--- src/rtl/rgb_led_pwm_ctrl.sv ---
// rtl/rgb_led_pwm_ctrl.sv - three-channel RGB LED PWM controller with shared prescaler and breathe fade
module rgb_led_pwm_ctrl #(
    parameter int CLOCK_FREQ = 12000000,
    parameter int PWM_FREQ   = 1000
) (
    input  logic        CLK,
    input  logic        RSTb,
    input  logic [3:0]  ADDRESS,
    input  logic [15:0] DATA_IN,
    input  logic        WR,
    output logic [15:0] DATA_OUT,
    output logic        LED_R,
    output logic        LED_G,
    output logic        LED_B
);

    localparam int          PRESCALE_DEF = CLOCK_FREQ / (PWM_FREQ * 256) - 1;
    localparam logic [15:0] PRESCALE_RST = PRESCALE_DEF[15:0];

    typedef enum logic [1:0] {
        ST_IDLE = 2'd0,
        ST_UP   = 2'd1,
        ST_DOWN = 2'd2
    } state_t;

    logic [2:0]  ctrl;
    logic [15:0] prescale;
    logic [7:0]  duty_r, duty_g, duty_b;
    logic [15:0] step;

    logic [7:0]  shadow_r, shadow_g, shadow_b;
    logic [15:0] presc_cnt;
    logic [7:0]  pwm_cnt;
    logic [15:0] step_cnt, step_cnt_n;
    logic [7:0]  level, level_n;
    state_t      state, state_n;

    logic        en, breathe, inv;
    logic        tick, period_end, en_rise_wr, step_hit;
    logic [8:0]  lvl_eff;
    logic [15:0] prod_r, prod_g, prod_b;
    logic [7:0]  e_r, e_g, e_b;
    logic        raw_r, raw_g, raw_b;
    logic [15:0] status;

    assign en      = ctrl[0];
    assign breathe = ctrl[1];
    assign inv     = ctrl[2];

    always_ff @(posedge CLK or negedge RSTb) begin
        if (!RSTb) begin
            ctrl     <= 3'd0;
            prescale <= PRESCALE_RST;
            duty_r   <= 8'd0;
            duty_g   <= 8'd0;
            duty_b   <= 8'd0;
            step     <= 16'd0;
        end else if (WR) begin
            case (ADDRESS)
                4'd0:    ctrl     <= DATA_IN[2:0];
                4'd1:    prescale <= DATA_IN;
                4'd2:    duty_r   <= DATA_IN[7:0];
                4'd3:    duty_g   <= DATA_IN[7:0];
                4'd4:    duty_b   <= DATA_IN[7:0];
                4'd5:    step     <= DATA_IN;
                default: ;
            endcase
        end
    end

    // >= rather than == so a shrinking PRESCALE never strands the counter above it
    assign tick       = en && (presc_cnt >= prescale);
    assign period_end = tick && (pwm_cnt == 8'hff);
    // Shadows load on the same edge EN is written 1, so the first period uses fresh duties
    assign en_rise_wr = WR && (ADDRESS == 4'd0) && DATA_IN[0] && !en;

    always_ff @(posedge CLK or negedge RSTb) begin
        if (!RSTb) begin
            presc_cnt <= 16'd0;
            pwm_cnt   <= 8'd0;
        end else if (!en) begin
            presc_cnt <= 16'd0;
            pwm_cnt   <= 8'd0;
        end else if (tick) begin
            presc_cnt <= 16'd0;
            pwm_cnt   <= pwm_cnt + 8'd1;
        end else begin
            presc_cnt <= presc_cnt + 16'd1;
        end
    end

    always_ff @(posedge CLK or negedge RSTb) begin
        if (!RSTb) begin
            shadow_r <= 8'd0;
            shadow_g <= 8'd0;
            shadow_b <= 8'd0;
        end else if (en_rise_wr || period_end) begin
            shadow_r <= duty_r;
            shadow_g <= duty_g;
            shadow_b <= duty_b;
        end
    end

    assign step_hit = ({1'b0, step_cnt} + 17'd1) >= {1'b0, step};

    always_ff @(posedge CLK or negedge RSTb) begin
        if (!RSTb) begin
            state    <= ST_IDLE;
            level    <= 8'd0;
            step_cnt <= 16'd0;
        end else begin
            state    <= state_n;
            level    <= level_n;
            step_cnt <= step_cnt_n;
        end
    end

    always_comb begin
        state_n    = state;
        level_n    = level;
        step_cnt_n = step_cnt;
        if (!en || !breathe) begin
            state_n    = ST_IDLE;
            level_n    = 8'd0;
            step_cnt_n = 16'd0;
        end else begin
            case (state)
                ST_IDLE: begin
                    state_n    = ST_UP;
                    level_n    = 8'd0;
                    step_cnt_n = 16'd0;
                end
                ST_UP: begin
                    if (level == 8'hff) begin
                        state_n = ST_DOWN;
                    end else if (period_end) begin
                        if (step_hit) begin
                            step_cnt_n = 16'd0;
                            level_n    = level + 8'd1;
                        end else begin
                            step_cnt_n = step_cnt + 16'd1;
                        end
                    end
                end
                ST_DOWN: begin
                    if (level == 8'h00) begin
                        state_n = ST_UP;
                    end else if (period_end) begin
                        if (step_hit) begin
                            step_cnt_n = 16'd0;
                            level_n    = level - 8'd1;
                        end else begin
                            step_cnt_n = step_cnt + 16'd1;
                        end
                    end
                end
                default: begin
                    state_n    = ST_IDLE;
                    level_n    = 8'd0;
                    step_cnt_n = 16'd0;
                end
            endcase
        end
    end

    // Idle uses a gain of 256 so the scaled duty equals the shadow duty exactly
    assign lvl_eff = (state == ST_IDLE) ? 9'd256 : {1'b0, level};
    assign prod_r  = {8'd0, shadow_r} * {7'd0, lvl_eff};
    assign prod_g  = {8'd0, shadow_g} * {7'd0, lvl_eff};
    assign prod_b  = {8'd0, shadow_b} * {7'd0, lvl_eff};
    assign e_r     = 8'(prod_r >> 8);
    assign e_g     = 8'(prod_g >> 8);
    assign e_b     = 8'(prod_b >> 8);

    assign raw_r = en && (pwm_cnt < e_r);
    assign raw_g = en && (pwm_cnt < e_g);
    assign raw_b = en && (pwm_cnt < e_b);

    always_ff @(posedge CLK or negedge RSTb) begin
        if (!RSTb) begin
            LED_R <= 1'b0;
            LED_G <= 1'b0;
            LED_B <= 1'b0;
        end else begin
            LED_R <= raw_r ^ inv;
            LED_G <= raw_g ^ inv;
            LED_B <= raw_b ^ inv;
        end
    end

    assign status = {5'd0, state, (state == ST_DOWN), level};

    always_ff @(posedge CLK or negedge RSTb) begin
        if (!RSTb) begin
            DATA_OUT <= 16'd0;
        end else begin
            case (ADDRESS)
                4'd0:    DATA_OUT <= {13'd0, ctrl};
                4'd1:    DATA_OUT <= prescale;
                4'd2:    DATA_OUT <= {8'd0, duty_r};
                4'd3:    DATA_OUT <= {8'd0, duty_g};
                4'd4:    DATA_OUT <= {8'd0, duty_b};
                4'd5:    DATA_OUT <= step;
                4'd6:    DATA_OUT <= status;
                default: DATA_OUT <= 16'd0;
            endcase
        end
    end

endmodule

--- config.mk ---
export PLATFORM = sky130hd
export DESIGN_NAME = rgb_led_pwm_ctrl
export DESIGN_NICKNAME = d
export VERILOG_FILES = /design/src/rtl/rgb_led_pwm_ctrl.sv
export SDC_FILE = /design/constraint.sdc
export NUM_CORES = 1
export LEC_CHECK = 0
export CORE_MARGIN = 2
export CORE_UTILIZATION = 51
export DETAILED_ROUTE_END_ITERATION = 6
export PLACE_DENSITY = 0.73
export SLEW_MARGIN = 10
export SYNTH_ARGS = -nofsm -noshare
export SYNTH_HDL_FRONTEND = slang
export SYNTH_SLANG_ARGS = --single-unit
--- constraint.sdc ---
create_clock -name CLK -period 7.8 [get_ports CLK]
set_clock_uncertainty 0.2 [all_clocks]
set_input_delay 1.17 -clock CLK [delete_from_list [all_inputs] [get_ports CLK]]
set_output_delay 1.17 -clock CLK [all_outputs]
set_load 0.02 [all_outputs]
==> reports/metrics.yaml, run 1 <==
outcome: "finished, final reports clean"
power.leakage_nw: 7.98
grt_pass1_vias: 11055
die_area_sq_mm: 0.0298
p_int_mw: 1.62
hp-class: "flop to flop"
synth_edf_count: 0
clk_pin_slew_ns: 0.07
wl_per_cell_microns: 18.6
hold_viol: 0
cts.path.max_buffers: 2
rows: 61
dieHeight_microns: 173
ys_seq_elements: 152
setup_viol: 0
p_switching_mw: 0.829
ioPinCount: 42
gr-usage-met1: 0.330
viasPerCell: 5.65
min_from: "prescale[8]$_DFFE_PN0P_"
drtPass1Iterations: 5
ctsHoldBuffers: 0
p_clk_frac: 0.340
nFillCells: 2413
ys_seq_area_frac: 0.262
grt_max_degree: 89
setup-tns-final_ns: 0
synth.avg_cell_area_sq_um: 9.83
cp-end-kind: "flop"
crit_required_ns: 7.94
cts_root_buf: "clkbuf_16"
swShare: 0.338
ys_top_cells_by_area: "dfrtp_1, fa_1, ha_1"
holdPathEnd: "prescale[8]$_DFFE_PN0P_"
met3_usage: 0.0321
insertion_delay_ns: 0.43
ant_nets: 0
drv_slew: 0
grt_setup_unrepaired: "no"
clock-sinks: 152
max_slew.worst_pin.slew_ns: 1.17
ff2ff_path_depth: 25
drive_above_1_share: 0.0970
use_met2: 0.407
grt-ovfl-total: 0
vias: 10697
peakVddDrop_mv: 0.151
async_reset_ff_frac: 1.00
synthDistinctLibCells: 64
cts-resized-gates: 0
maxCapViolCount: 0
start_kind: "flop"
finalWeightedCongestion: 0.934
drc: 0
synth_most_common_cell: "inv_1"
die_w_microns: 173
top_usage_layer: "met2"
synth_cells: 1476
power_frac_comb: 0.222
clock.fmax_ghz: 0.137
area_growth_pct: 9.60
final_area_sq_mm: 0.0159
drt_iter0_drc: 724
core_sq_mm: 0.0279
r2r_end: "LED_B$_DFF_PN0_"
postCtsSetupBuffers: 0
ys_warn_count: 0
grt_pass1_wl_microns: 58200
start_util: 0.519
nets: 1809
reg2reg_slack_ns: 0.52
track_usage: 0.242
cts_tree: "built"
slew_headroom: 0.220
synth_ff_type: "dfrtp_1"
layout_min_cycle_time_ns: 7.28
io_buffers: 41
whs_path_depth: 1
yosysTopAreaCell: "dfrtp_1"
r2r-start: "state[0]$_DFFE_PN0P_"
dpl_cell_area_sq_mm: 0.0153
synth_common_cells: "inv_1, and2_1, ha_1"
htree_num_levels: 4
antenna_found_initial: 0
total_power_mw: 2.45
synth_top_area_frac: 0.255
synthesis.nets: 1782
cts_made_buffers: 17
seqPwrFrac: 0.438
syn_area_sq_mm: 0.0145
critPathKind: "flop to flop"
power.density_mw_per_mm2: 154
cp.arrival_ns: 7.42
wl_microns: 35300
num_antenna_cells: 0
finalCritPeriodShare: 0.933
dpl.hpwl_microns: 27200
worst-path-max-fanout: 15
## power groups by stage
stage	registers, mW	logic (mW)	clock network [mW]
2_1_floorplan	1.00	0.381	0
3_3_place_gp	1.08	0.522	0
3_5_place_dp	1.08	0.538	0
4_1_cts	1.07	0.549	0.843
5_1_grt	1.09	0.611	0.878
6_report	1.07	0.545	0.834
## layout make-up
class | count | area (sq um) | share of cell area
sequential | 152 | 3810 | 0.239
inverter | 213 | 800 | 0.0503
multi-input combinational | 1064 | 9710 | 0.611
clock buffer | 18 | 439 | 0.0276
timing repair buffer | 55 | 517 | 0.0325
clock inverter | 14 | 151 | 0.00952
tap | 378 | 473 | 0.0297
## metrics by stage
| stage | hold slack (ns) | std cells | setup slack [ns] | utilization |
|---|---|---|---|---|
| finish | 0.319 | 1894 | 0.519 | 0.569 |
| global route | 0.356 | 1894 | 0.0364 | 0.569 |
| CTS | 0.322 | 1894 | 0.494 | 0.569 |
| detailed placement | 0.309 | 1862 | 0.535 | 0.548 |
| global placement | 0.288 | 1862 | 0.805 | 0.548 |
| floorplan | 0.274 | 1476 | 1.03 | - |
## logic make-up (layout without fill, tap and decap cells)
family / after synthesis / after routing / share of synthesized area
DFF: 152 / 152 / 0.262
muxes: 102 / 102 / 0.0777
and+or+nand+nor: 451 / 451 / 0.165
AOI/OAI and AO/OA: 157 / 157 / 0.0771
adders and majority gates: 283 / 283 / 0.307
buffers and inverters: 260 / 300 / 0.0680
xor gates and xnor gates: 71 / 71 / 0.0429
## critical path: stages, from the launching register on
cell	delay, ns
dfrtp_1	0.41
inv_1	0.11
ha_1	0.37
nor2b_1	0.61
buf_4	0.30
nand2_1	0.09
fa_1	0.51
fa_1	0.50
inv_1	0.06
fa_1	0.53
inv_1	0.05
fa_1	0.52
inv_1	0.04
ha_1	0.29
a21oi_1	0.11
o21ai_0	0.11
o21a_1	0.23
o41ai_1	0.52
o21bai_1	0.20
xnor2_1	0.17
ha_1	0.30
a21o_1	0.19
a211oi_1	0.22
o31ai_1	0.11
a211oi_1	0.26
xor2_1	0.17
## how the worst max path moves through the flow
stage / endpoint / startpoint / cells after the start / slack [ns]
after floorplan: LED_G$_DFF_PN0_ / state[0]$_DFFE_PN0P_ / 26 / 1.03
after global placement: LED_B$_DFF_PN0_ / state[0]$_DFFE_PN0P_ / 25 / 0.81
after detailed placement: LED_B$_DFF_PN0_ / state[0]$_DFFE_PN0P_ / 25 / 0.53
after CTS: LED_B$_DFF_PN0_ / state[0]$_DFFE_PN0P_ / 25 / 0.49
after global routing: LED_B$_DFF_PN0_ / state[0]$_DFFE_PN0P_ / 25 / 0.04
final: LED_B$_DFF_PN0_ / state[0]$_DFFE_PN0P_ / 25 / 0.52
## layout by cell type (no fill, tap or decap), types with 18 or more instances in the layout
master           netlist  layout
a21oi_1               34      34
and2_1               168     168
clkdlybuf4s50_1        0      40
dfrtp_1              148     148
fa_1                 121     121
ha_1                 162     162
inv_1                213     213
mux2_2                85      85
nand2_1              102     102
nand3_1               36      36
nor2_1                48      48
nor2b_1               18      18
nor3_1                24      24
o21ai_0               26      26
xnor2_1               45      45
xor2_1                26      26
## flip-flops by register name (all words and copies together) (netlist names), 2 cells and up
register	flops
duty_b	8
DATA_OUT	16
prescale	16
level	8
step	16
step_cnt	16
shadow_g	8
duty_g	8
state	2
pwm_cnt	8
duty_r	8
ctrl	3
shadow_b	8
presc_cnt	16
shadow_r	8
## metal layers
metal	vias up	wire, microns
met5	-	0
met4	0	947
met3	70	1790
met2	334	16900
met1	5352	15600
li1	4941	-
Power figures use the tool's default switching activity.
==> run 2, diff against run 1 <==
Settings changed: CORE_UTILIZATION 51 to 45, PLACE_DENSITY 0.73 to 0.66.
==> reports/metrics.yaml, run 2 (same netlist as run 1, synthesis figures left out) <==
dpl.hpwl_microns: 25900
vias: 10487
critical-path-top-delay-family: "adder cells"
ant_nets: 0
worst-path-buf-inv: 4
finalCritPeriodShare: 0.902
whs_path_depth: 1
path_depth: 24
hold_viol: 0
setup_viol: 0
layout_min_cycle_time_ns: 7.03
drv_slew: 0
start_kind: "flop"
cts_tree: "built"
seq_area_sq_mm: 0.00381
drc: 0
die_w_microns: 184
multiInputGateArea_sq_mm: 0.00971
ff2ff_path_depth: 24
postCtsSetupBuffers: 0
power_frac_comb: 0.219
grt_max_degree: 78
io_buffers: 41
path_common_cell: "fa_1"
p_int_mw: 1.65
core_sq_mm: 0.0316
power.density_mw_per_mm2: 153
antenna_found_initial: 0
track_usage: 0.212
grt_pass1_wl_microns: 56300
hold_slack_ns: 0.322
htree_num_levels: 4
power.leakage_nw: 7.98
crit_required_ns: 7.90
clock-sinks: 152
swShare: 0.321
insertion_delay_ns: 0.43
hp-class: "flop to flop"
maxCapViolCount: 0
final_area_sq_mm: 0.0159
cts-resized-gates: 0
max_slew.worst_pin.slew_ns: 1.23
wl_microns: 33700
viasPerCell: 5.47
peakVddDrop_mv: 0.155
area_growth_pct: 9.75
cts_root_buf: "clkbuf_16"
start_util: 0.459
grt-ovfl-total: 0
clock.fmax_ghz: 0.142
p_clk_frac: 0.343
clk_pin_slew_ns: 0.06
final_common_cell: "inv_1"
cts_made_buffers: 17
drt_iter0_drc: 621
cts.path.max_buffers: 2
slowest_stage: "ha_1"
slowest_delay_ns: 0.59
outcome: "finished, final reports clean"
drive_above_1_share: 0.0958
grt_setup_unrepaired: "no"
finalWeightedCongestion: 0.867
cp-end-kind: "flop"
drtPass1Iterations: 5
rows: 65
critPathKind: "flop to flop"
crit_path_cell_trace: "inv_1 > ha_1 > nor2b_1 > buf_4 > and2_1 > fa_1 > fa_1 > inv_1 > fa_1 > fa_1 > inv_1 > ha_1 > nand2_1 > or4_4 > a21boi_0 > o41ai_1 > o21bai_1 > xnor2_1 > ha_1 > a21o_1 > a211oi_1 > o21ai_1 > a211o_1 > xnor2_1"
grt_pass1_vias: 10868
wl_per_cell_microns: 17.6
layout_common_cells: "inv_1, and2_1, ha_1"
die_area_sq_mm: 0.0337
p_switching_mw: 0.780
nets: 1807
dpl_cell_area_sq_mm: 0.0153
setup-tns-final_ns: 0
cp.arrival_ns: 7.13
worst-path-max-fanout: 21
num_antenna_cells: 0
ioPinCount: 42
nFillCells: 2842
ctsHoldBuffers: 0
slew_headroom: 0.183
seqPwrFrac: 0.439
dieHeight_microns: 184
## run 2: cell count changes in the layout (fill, tap and decap cells not counted), sizes merged
cell,previous run,this run
clkinv,2,6
buf,15,13
inv,222,216
bufinv,1,2
clkbuf,18,19
## run 2: cell type report
cell class,count,area share
clock buffers,19,0.0284
flip-flops and latches,152,0.239
inverters,213,0.0502
well taps,402,0.0316
clock inverters,13,0.00911
multi-input cells,1064,0.610
repair buffers,53,0.0315
## run 2: power by group through the flow
stage | combinational (mW) | sequential, mW | clock (mW)
6_report | 0.532 | 1.07 | 0.833
5_1_grt | 0.604 | 1.08 | 0.876
4_1_cts | 0.537 | 1.06 | 0.846
3_5_place_dp | 0.530 | 1.08 | 0
3_3_place_gp | 0.518 | 1.07 | 0
2_1_floorplan | 0.381 | 1.00 | 0
## run 2: final timing paths
path	startpoint	endpoint	slack, ns
max reg2reg	state[0]$_DFFE_PN0P_	LED_G$_DFF_PN0_	0.77
min	prescale[8]$_DFFE_PN0P_	prescale[8]$_DFFE_PN0P_	0.32
min in group asynchronous	RSTb	step_cnt[12]$_DFFE_PN0P_	0.53
max in group asynchronous	RSTb	level[1]$_DFFE_PN0P_	5.36
max	state[0]$_DFFE_PN0P_	LED_G$_DFF_PN0_	0.77
min reg2reg	prescale[8]$_DFFE_PN0P_	prescale[8]$_DFFE_PN0P_	0.32
## run 2: stage by stage
step / cells / power (mW) / worst slack (ns) / utilization
6_report: 1916 / 2.43 / 0.766 / 0.503
5_1_grt: 1916 / 2.56 / 0.268 / 0.503
4_1_cts: 1916 / 2.45 / 0.792 / 0.503
3_5_place_dp: 1884 / 1.61 / 0.799 / 0.484
3_3_place_gp: 1884 / 1.59 / 0.935 / 0.484
2_1_floorplan: 1476 / 1.38 / 1.03 / -
## run 2: layer usage
layer  track usage  share of wire
met4        0.0643          0.023
met3        0.0273          0.042
met2         0.354           0.48
met1         0.287           0.46
met5             0              0
==> patch, RTL diff (settings of run 2) <==
Add an input register stage for `ADDRESS`, `DATA_IN` and `WR`; this delays them by one clock.
--- a/src/rtl/rgb_led_pwm_ctrl.sv
+++ b/src/rtl/rgb_led_pwm_ctrl.sv
@@ -24,4 +24,14 @@
     } state_t;
 
+    logic [3:0] ADDRESS_q;
+    logic [15:0] DATA_IN_q;
+    logic WR_q;
+
+    always_ff @(posedge CLK) begin
+        ADDRESS_q <= ADDRESS;
+        DATA_IN_q <= DATA_IN;
+        WR_q      <= WR;
+    end
+
     logic [2:0]  ctrl;
     logic [15:0] prescale;
@@ -56,12 +66,12 @@
             duty_b   <= 8'd0;
             step     <= 16'd0;
-        end else if (WR) begin
-            case (ADDRESS)
-                4'd0:    ctrl     <= DATA_IN[2:0];
-                4'd1:    prescale <= DATA_IN;
-                4'd2:    duty_r   <= DATA_IN[7:0];
-                4'd3:    duty_g   <= DATA_IN[7:0];
-                4'd4:    duty_b   <= DATA_IN[7:0];
-                4'd5:    step     <= DATA_IN;
+        end else if (WR_q) begin
+            case (ADDRESS_q)
+                4'd0:    ctrl     <= DATA_IN_q[2:0];
+                4'd1:    prescale <= DATA_IN_q;
+                4'd2:    duty_r   <= DATA_IN_q[7:0];
+                4'd3:    duty_g   <= DATA_IN_q[7:0];
+                4'd4:    duty_b   <= DATA_IN_q[7:0];
+                4'd5:    step     <= DATA_IN_q;
                 default: ;
             endcase
@@ -73,5 +83,5 @@
     assign period_end = tick && (pwm_cnt == 8'hff);
     // Shadows load on the same edge EN is written 1, so the first period uses fresh duties
-    assign en_rise_wr = WR && (ADDRESS == 4'd0) && DATA_IN[0] && !en;
+    assign en_rise_wr = WR_q && (ADDRESS_q == 4'd0) && DATA_IN_q[0] && !en;
 
     always_ff @(posedge CLK or negedge RSTb) begin
@@ -195,5 +205,5 @@
             DATA_OUT <= 16'd0;
         end else begin
-            case (ADDRESS)
+            case (ADDRESS_q)
                 4'd0:    DATA_OUT <= {13'd0, ctrl};
                 4'd1:    DATA_OUT <= prescale;
Behaviour: not the same (Yosys sat finds a counterexample within 4 cycles, from zero or initial values and one cycle with RSTb low).
==> patch against run 2 <==
- via count up 0.34%
- setup slack better by 0.43 ns
- design area up 3.3%
- non-clock buffer count up 2
- global-route usage down 0.24 points
- combinational power up 2%
- power up 6.5%
- routed wire length up 3.2%
- synthesized area up 3.3%
- sequential cell count up 21
- largest power group unchanged
==> patch: results (changes against run 2) <==
Synth
  • Synth Area in Compound Gates: 0.0756 (-0.00148)
  • Synth area leaders: dfrtp_1, fa_1, ha_1
  • Share of flip-flops with an asynchronous set or reset: 0.879 (-0.121)
  • Register area share after synthesis: 0.282 (+0.0196)
  • Post-synthesis share of cell area spent on full adders, half adders and majority gates: 0.297 (-0.00988)
  • Primary FF master, synth: dfrtp_1
  • Syn Nets: 1795 (+0.73%)
  • Synth Warn #: 0 (unchanged)
  • Post-synth top cells: inv_1, and2_1, ha_1, dfrtp_1, fa_1
  • Mux share of post-synthesis cell area: 0.0729 (-0.00484)
  • Xor and xnor area share after synthesis: 0.0421 (-0.000796)
  • Yosys cell types: 74 (+16%)

Routing
  • Wire per inst: 17.6 um (+0.27%)
  • Initial drt markers: 602 (-3.1%)
  • DRT Pass-1 Iters: 5 (unchanged)
  • Vias per cell: 5.34 (-2.5%)

Clocking
  • TritonCTS Buffers: 17 (unchanged)
  • Setup bufs post-CTS: 0 (unchanged)
  • H-tree levels: 4 (unchanged)
  • Post-CTS resize count: 0 (unchanged)
  • Clk Latency, worst-skew pair: 0.43 ns (about the same)
  • Worst-path clk slew: 0.07 ns
  • Clock buffer depth: 2 (unchanged)
  • Clock Tree Root: clkbuf_16

Setup path
  • CP startpoint: state[0]
  • CP arrival: 6.76 ns (-0.37 ns)
  • Register-to-register setup slack: 1.20 ns (+0.43 ns)
  • Worst Setup Path Type: register to register
  • Max Fanout on Critical Path: 18 (-14%)
  • Slowest cell delay on critical path: 0.52 ns (-0.07 ns)
  • R2r startpoint: state[0]
  • Slowest-stage cell, CP: fa_1
  • Top delay family on crit path: adder cells

Cells and area
  • # diodes: 0 (unchanged)
  • Number of fillers in the final layout: 3062 (+7.7%)
  • Layout cells sized above 1: 0.0896 (-0.00617)

Global route
  • First-pass GRT wire length: 58200 um (+3.4%)
  • Number of antenna violations at the first check in global routing: 0 (unchanged)
  • Gr usage total: 0.209 (-0.00240)
  • Vias in the first global route: 11000 (+1.6%)
  • Pin count of the biggest net entering global routing: 71 (-9.0%)

Pwr
  • P_leak: 8.31 nW (+4.1%)
  • Pwr Density: 157 mW/mm2 (+3.1%)
  • Peak supply drop: 0.204 mV (+32%)

STA
  • Fin. max-slew vios: 0 (unchanged)
  • Post-route minimum period: 6.60 ns (-0.429 ns)
  • Slew HR: 0.482 (+0.299)

Worst hold path
  • Hold Path Class: register to register
  • Critical hold path startpoint: DATA_IN_q[15]

Placed design
  • HPWL after DPL: 26600 um (+2.9%)
  • PortBufs: 41 (unchanged)
  • GPL Wtd Cong: 0.845 (-2.5%)
  • Placed Area: 0.0159 mm2 (+3.5%)

Status
  • Outcome: completed
==> patch: cell types whose count changed after synthesis, moves of 6 or more <==
cell | before | now
dfxtp_1 | 0 | 21
mux2_1 | 0 | 20
nand2_1 | 102 | 88
nand3_1 | 36 | 42
nor2_1 | 48 | 57
nor3_1 | 24 | 17
inv_1 | 213 | 202
mux2i_1 | 17 | 6
a22oi_1 | 5 | 16
mux2_2 | 85 | 65
==> patch: layout make-up <==
type / count / share of cell area
clock buffers: 19 / 0.0275
clock inverters: 13 / 0.00837
inverters: 202 / 0.0461
multi-input cells: 1067 / 0.596
flip-flops and latches: 173 / 0.257
well taps: 442 / 0.0336
repair buffers: 55 / 0.0314
==> patch: through the flow <==
stage               total power, W  hold slack [ns]  std cells
floorplan                  0.00152            0.260       1489
global placement           0.00174            0.271       1939
detailed placement         0.00176            0.277       1939
CTS                        0.00261            0.292       1971
global route               0.00273            0.305       1971
finish                     0.00259            0.288       1971
==> patch: worst paths after layout <==
kind | end | cells after the start
max | LED_G | 25
min | prescale[15] | 1
max reg2reg | LED_G | 25
min reg2reg | prescale[15] | 1
max in group asynchronous | duty_b[5] | 2
min in group asynchronous | step_cnt[13] | 1
==> patch: layer usage <==
layer  part of all wire  vias to the layer above  track usage  wire (um)
li1                   -                     4991            -          -
met1               0.45                     5282        0.276      15400
met2               0.49                      203        0.358      17000
met3              0.035                       47       0.0261       1220
met4              0.029                        0       0.0678       1000
met5                  0                        -            0          0
==> patch: where the power goes <==
group / switching, W / internal (W)
Combinational: 0.000279 / 0.000261
Clock: 0.000360 / 0.000490
Sequential: 0.000180 / 0.00102
